`src/rtl/cdp_dp_mul_arb_if.sv`:
```
// Handshake bundle between the CDP multiplier arbiter (master) and the shared
// signed multiplier stage (slave): operand request side plus product return side.
interface cdp_dp_mul_arb_if #(
  parameter int pINA_BW = 9,
  parameter int pINB_BW = 16
);
  logic                       mul_vld;
  logic                       mul_rdy;
  logic [pINA_BW-1:0]         mul_ina_pd;
  logic [pINB_BW-1:0]         mul_inb_pd;
  logic                       mul_unit_vld;
  logic                       mul_unit_rdy;
  logic [pINA_BW+pINB_BW-1:0] mul_unit_pd;

  modport master (
    output mul_vld, mul_ina_pd, mul_inb_pd, mul_unit_rdy,
    input  mul_rdy, mul_unit_vld, mul_unit_pd
  );

  modport slave (
    input  mul_vld, mul_ina_pd, mul_inb_pd, mul_unit_rdy,
    output mul_rdy, mul_unit_vld, mul_unit_pd
  );
endinterface

```
`src/rtl/cdp_dp_mul_arb.sv`:
```
// Round-robin arbiter sharing one signed multiplier among pREQ_NUM CDP lanes;
// a single tag register routes the in-flight product back to its owner.
module cdp_dp_mul_arb #(
  parameter int pREQ_NUM = 4,
  parameter int pINA_BW  = 9,
  parameter int pINB_BW  = 16,
  parameter int pCNT_BW  = 16
) (
  input  logic                          nvdla_core_clk,
  input  logic                          nvdla_core_rstn,
  input  logic [pREQ_NUM-1:0]           req_vld,
  output logic [pREQ_NUM-1:0]           req_rdy,
  input  logic [pREQ_NUM*pINA_BW-1:0]   req_ina_pd,
  input  logic [pREQ_NUM*pINB_BW-1:0]   req_inb_pd,
  cdp_dp_mul_arb_if.master              mul,
  output logic [pREQ_NUM-1:0]           rsp_vld,
  input  logic [pREQ_NUM-1:0]           rsp_rdy,
  output logic [pINA_BW+pINB_BW-1:0]    rsp_pd,
  input  logic                          op_cnt_clr,
  output logic [pCNT_BW-1:0]            op_cnt
);

  localparam int IDX_BW = (pREQ_NUM > 1) ? $clog2(pREQ_NUM) : 1;
  typedef logic [IDX_BW-1:0] idx_t;

  idx_t rr_ptr;
  idx_t lock_idx;
  idx_t tag;
  logic lock;

  idx_t pick;
  logic found;
  idx_t grant;
  logic gnt_vld;
  logic mul_vld;
  logic issue;
  logic stall;

  // NOTE: combinational blocks assign every output a default before any
  // conditional logic, so no path leaves a value held and no latch is inferred.
  always_comb begin
    int   idx;
    idx_t cand;
    found = 1'b0;
    pick  = '0;
    idx   = 0;
    cand  = '0;
    for (int k = 0; k < pREQ_NUM; k++) begin
      idx = int'(rr_ptr) + k;
      if (idx >= pREQ_NUM) idx = idx - pREQ_NUM;
      cand = idx_t'(idx);
      if (!found && req_vld[cand]) begin
        found = 1'b1;
        pick  = cand;
      end
    end
  end

  // A stalled offer keeps its grant: the multiplier may already have latched it.
  assign grant   = lock ? lock_idx : pick;
  assign gnt_vld = lock | found;
  assign mul_vld = gnt_vld & req_vld[grant];
  assign issue   = mul_vld & mul.mul_rdy;
  assign stall   = mul_vld & ~mul.mul_rdy;

  assign mul.mul_vld    = mul_vld;
  assign mul.mul_ina_pd = gnt_vld ? req_ina_pd[int'(grant)*pINA_BW +: pINA_BW] : '0;
  assign mul.mul_inb_pd = gnt_vld ? req_inb_pd[int'(grant)*pINB_BW +: pINB_BW] : '0;

  always_comb begin
    req_rdy = '0;
    if (mul_vld) req_rdy[grant] = mul.mul_rdy;
  end

  always_comb begin
    rsp_vld      = '0;
    rsp_vld[tag] = mul.mul_unit_vld;
  end

  assign mul.mul_unit_rdy = rsp_rdy[tag];
  assign rsp_pd           = mul.mul_unit_pd;

  // NOTE: sequential state uses non-blocking assignments so every register
  // samples the pre-edge values regardless of statement order.
  always_ff @(posedge nvdla_core_clk or negedge nvdla_core_rstn) begin
    if (!nvdla_core_rstn) begin
      rr_ptr   <= '0;
      lock     <= 1'b0;
      lock_idx <= '0;
      tag      <= '0;
    end else if (stall) begin
      lock     <= 1'b1;
      lock_idx <= grant;
    end else if (issue) begin
      lock   <= 1'b0;
      rr_ptr <= (int'(grant) == pREQ_NUM - 1) ? '0 : grant + 1'b1;
      tag    <= grant;
    end
  end

  always_ff @(posedge nvdla_core_clk or negedge nvdla_core_rstn) begin
    if (!nvdla_core_rstn) begin
      op_cnt <= '0;
    end else if (op_cnt_clr) begin
      op_cnt <= '0;
    end else if ((rsp_vld & rsp_rdy) != '0) begin
      op_cnt <= op_cnt + 1'b1;
    end
  end

  lock_hold_a: assert property (
    @(posedge nvdla_core_clk) disable iff (!nvdla_core_rstn)
    lock |-> req_vld[lock_idx]
  ) else $error("cdp_dp_mul_arb: locked requester dropped req_vld");

endmodule
```
`src/flat_wrapper.sv`:
```
// flat-port wrapper written by rule: the top's interface ports become plain ports
module cdp_dp_mul_arb_flat 
#(
  parameter int pREQ_NUM = 4,
  parameter int pINA_BW  = 9,
  parameter int pINB_BW  = 16,
  parameter int pCNT_BW  = 16
)
  (nvdla_core_clk, nvdla_core_rstn, req_vld, req_rdy, req_ina_pd, req_inb_pd, rsp_vld, rsp_rdy, rsp_pd, op_cnt_clr, op_cnt, mul_mul_vld, mul_mul_ina_pd, mul_mul_inb_pd, mul_mul_unit_rdy, mul_mul_rdy, mul_mul_unit_vld, mul_mul_unit_pd);
  cdp_dp_mul_arb_if #(.pINA_BW(pINA_BW), .pINB_BW(pINB_BW)) mul_i ();
  input  logic nvdla_core_clk;
  input  logic nvdla_core_rstn;
  input  logic [pREQ_NUM-1:0] req_vld;
  output logic [pREQ_NUM-1:0] req_rdy;
  input  logic [pREQ_NUM*pINA_BW-1:0] req_ina_pd;
  input  logic [pREQ_NUM*pINB_BW-1:0] req_inb_pd;
  output logic [pREQ_NUM-1:0] rsp_vld;
  input  logic [pREQ_NUM-1:0] rsp_rdy;
  output logic [pINA_BW+pINB_BW-1:0] rsp_pd;
  input  logic op_cnt_clr;
  output logic [pCNT_BW-1:0] op_cnt;
  output wire logic [$bits(mul_i.mul_vld)-1:0] mul_mul_vld;
  output wire logic [$bits(mul_i.mul_ina_pd)-1:0] mul_mul_ina_pd;
  output wire logic [$bits(mul_i.mul_inb_pd)-1:0] mul_mul_inb_pd;
  output wire logic [$bits(mul_i.mul_unit_rdy)-1:0] mul_mul_unit_rdy;
  input wire logic [$bits(mul_i.mul_rdy)-1:0] mul_mul_rdy;
  input wire logic [$bits(mul_i.mul_unit_vld)-1:0] mul_mul_unit_vld;
  input wire logic [$bits(mul_i.mul_unit_pd)-1:0] mul_mul_unit_pd;
  assign mul_mul_vld = mul_i.mul_vld;
  assign mul_mul_ina_pd = mul_i.mul_ina_pd;
  assign mul_mul_inb_pd = mul_i.mul_inb_pd;
  assign mul_mul_unit_rdy = mul_i.mul_unit_rdy;
  assign mul_i.mul_rdy = mul_mul_rdy;
  assign mul_i.mul_unit_vld = mul_mul_unit_vld;
  assign mul_i.mul_unit_pd = mul_mul_unit_pd;
  cdp_dp_mul_arb #(.pREQ_NUM(pREQ_NUM), .pINA_BW(pINA_BW), .pINB_BW(pINB_BW), .pCNT_BW(pCNT_BW)) u_core (.nvdla_core_clk(nvdla_core_clk), .nvdla_core_rstn(nvdla_core_rstn), .req_vld(req_vld), .req_rdy(req_rdy), .req_ina_pd(req_ina_pd), .req_inb_pd(req_inb_pd), .mul(mul_i), .rsp_vld(rsp_vld), .rsp_rdy(rsp_rdy), .rsp_pd(rsp_pd), .op_cnt_clr(op_cnt_clr), .op_cnt(op_cnt));
endmodule
```
`config.mk`:
```
export PLATFORM = sky130hd
export DESIGN_NAME = cdp_dp_mul_arb_flat
export DESIGN_NICKNAME = d
export VERILOG_FILES = /design/src/rtl/cdp_dp_mul_arb_if.sv /design/src/rtl/cdp_dp_mul_arb.sv /design/src/flat_wrapper.sv
export SDC_FILE = /design/constraint.sdc
export NUM_CORES = 1
export LEC_CHECK = 0
export BUFFER_PORTS_ARGS = -buffer_cell sky130_fd_sc_hd__buf_2
export CAP_MARGIN = 20
export CORE_MARGIN = 4
export CORE_UTILIZATION = 30
export DETAILED_ROUTE_END_ITERATION = 7
export PLACE_DENSITY = 0.65
export SYNTH_ARGS = -nofsm -noshare
export SYNTH_HDL_FRONTEND = slang
export SYNTH_SLANG_ARGS = --single-unit
```
`constraint.sdc`:
```
create_clock -name nvdla_core_clk -period 5.8 [get_ports nvdla_core_clk]
set_input_delay 1.16 -clock nvdla_core_clk [delete_from_list [all_inputs] [get_ports nvdla_core_clk]]
set_output_delay 1.16 -clock nvdla_core_clk [all_outputs]
set_load 0.05 [all_outputs]
```
==> key figures <==
Run status
  – Status: completed

Yosys
  – Mapped Nets: 430
  – Yosys Warn Count: 0
  – Leading area contributor after synthesis: dfrtp_1
  – Synthesized area: 2522 um^2
  – EDFF count, synth: 0
  – Synth Flop Type: dfrtp_1
  – Most numerous cell in the Yosys netlist: mux2i_1
  – Synth area leaders: dfrtp_1 23%, mux2i_1 20%, buf_4 9.5%
  – Synth Instances: 289
  – Sequential fraction of the synthesis area: 0.2282
  – Post-synth ARST share: 1.000
  – Post-synth top cells: 51 x mux2i_1, 32 x buf_4, 25 x o22ai_1, 23 x dfrtp_1, 18 x nor2_1
  – Synth cell types: 52
  – Synth Register Bits: 23
  – Share of the synthesized area in the top cell type: 0.2282
  – Syn Area/Cell: 8.728 um^2

Placement
  – Post-DP Area: 3187 um^2
  – RD Place Congestion: 0.8498
  – Port buffer count: 163
  – HPWL after DPL: 6424 um
  – Pre-CTS WS: 0.9834 ns

Detailed routing
  – Top sig layer: met4
  – Routed vias: 2584
  – Met2 WL: 4158 um
  – DR iter-0 viols: 41
  – Vias/cell: 4.998
  – Met3 routed wirelength: 610 um
  – WL met1: 3040 um
  – Final WL: 7940 um
  – Final routed DRC violation total: 0
  – First-pass DRT Iterations: 6
  – Drt wl/cell: 15.36 um
  – Antenna Nets Post-Route: 0

Global routing
  – GRT overflow: 0
  – Largest net degree at the start of global routing: 53
  – Initial antenna violation count: 0
  – GRT Util Overall: 0.1544
  – First-pass GRT wire length: 12740 um
  – Vias in the first global route: 2596

Layout
  – Share of cells above drive strength 1: 0.4417
  – Area grow syn2layout: 28.17%
  – Utilization after layout: 0.3935
  – Final Instance Area: 3233 um^2
  – Antenna diodes: 0
  – Final #Nets: 554

Timing
  – Final period util: 0.8270
  – Setup_tns: 0 ns
  – Tightest Pin Transition: 0.9145 ns
  – Final Hold Vio Count: 0
  – Rel. slew slack: 0.3888
  – Final setup violation count: 0
  – Final setup margin: 1.003 ns
  – Fin Clk Skew: 0.005475 ns
  – Final slew viol count: 0
  – RSZ-0062 raised after global routing: false
  – Fmax: 208.5 MHz
  – Min cycle time layout: 4.797 ns

Floorplanning
  – Die height: 99.70 um
  – Number of top-level pins: 214
  – Die ar.: 9939 um^2
  – Initial Util: 0.3070
  – Num rows: 33
  – Die Wd: 99.70 um
  – Core region area: 8217 um^2

Clock tree
  – Hold_buf cts: 0
  – Clock root cell: clkbuf_8
  – Clock-pin slew of the registers on the worst-case setup and hold paths: 0.08 ns
  – Clock Sinks: 23
  – Post-cts resize count: 0
  – Postcts setup bufs: 0
  – Cts bufs inserted: 3
  – CTS H-tree lvls: 1
  – TritonCTS clock tree: yes
  – Clock latency at the later pin of the worst-skew pair: 0.26 ns
  – Maximum clock insertion buffer count: 2

Hold path
  – Hold WC Path Type: reg2reg

Pwr
  – Power density cells: 586.4 nW/um^2
  – Max VDD drop: 0.4281 mV
  – Static Leak: 0.001774 uW

Setup path
  – WS Path Type: in2out
  – Worst setup EP type: primary output
  – Worst Path Required: 4.64 ns
  – Worst Path Arrival: 3.64 ns
  – Critical Path Source Type: primary input
  – Maximum fanout along the worst path: 34

Flow run
  – Max-cap violations: 0
## state kept, by name, summed over array words and instances (netlist names)
name,flops
u_core.lock,1
u_core.rr_ptr,2
u_core.tag,2
u_core.op_cnt,16
u_core.lock_idx,2
## critical path: stages
cell and delay, ns:
buf_2 0.22, or2b_1 0.26, nand4_1 0.08, and3_1 0.20
buf_4 0.37, nand2_1 0.64, o22ai_1 0.37, buf_2 0.31
## layer usage
layer | GRT usage | vias up
li1 | - | 1268
met1 | 0.1810 | 1184
met2 | 0.2858 | 126
met3 | 0.02875 | 6
met4 | 0.03992 | 0
met5 | 0 | -
## cells by family after synthesis
kind of cell | Yosys count | synth area share
buffers and inverters | 53 | 0.1379
and+or+nand+nor | 90 | 0.2054
DFF | 23 | 0.2282
muxes | 55 | 0.2247
adders and majority gates | 3 | 0.01488
AOI/OAI and AO/OA | 53 | 0.1473
xor gates and xnor gates | 12 | 0.04167
## where the power goes
group	switching (uW)	internal, uW	total [uW]
registers	49.6	187	237
clock network	50.3	47.9	98.2
logic	1090	473	1560
total	1190	708	1900
## path summary, 6_finish.rpt
check	from	slack (ns)	endpoint	cells past startpoint
worst min register to register	u_core.lock_idx[0]	0.56	u_core.lock_idx[0]	1
min in group asynchronous	nvdla_core_rstn	0.86	u_core.op_cnt[13]	1
worst min-delay path	u_core.lock_idx[0]	0.56	u_core.lock_idx[0]	1
worst max register to register	u_core.rr_ptr[0]	3.30	u_core.rr_ptr[1]	8
max in group asynchronous	nvdla_core_rstn	4.59	u_core.tag[0]	1
worst max-delay path	req_vld[0]	1.00	mul_mul_inb_pd[13]	8
## area by class of cell
type / instances / area (um^2)
timing repair buffer: 165 / 843.3
sequential: 23 / 575.6
multi-input combinational: 213 / 1610
fill: 841 / 4984
inverter: 7 / 26.28
clock buffer: 3 / 41.29
tap: 105 / 131.4
clock inverter: 1 / 5.005
## metrics by stage
stage,instances,hold slack [ns],power [uW]
4_1_cts,517,0.5606,1917
3_3_place_gp,513,0.5308,1795
6_report,517,0.5587,1896
3_5_place_dp,513,0.5360,1813
5_1_grt,517,0.5756,2016
2_1_floorplan,289,0.5049,1558
## placed cells by master, fill, tap and decap left out, drive strengths merged, types with 4 or more instances in the layout
cell    netlist  layout
buf          40     165
mux2i        51      51
o22ai        25      25
dfrtp        23      23
nor2         18      18
nand2        14      14
xnor2         8       8
nor3          8       8
and3          7       7
inv           7       7
o21ai         7       7
a21oi         7       7
nand3         6       6
nand2b        5       5
nor2b         5       5
nor3b         4       4
and2          4       4
xor2          4       4
or3           4       4
Power figures use the tool's default switching activity.
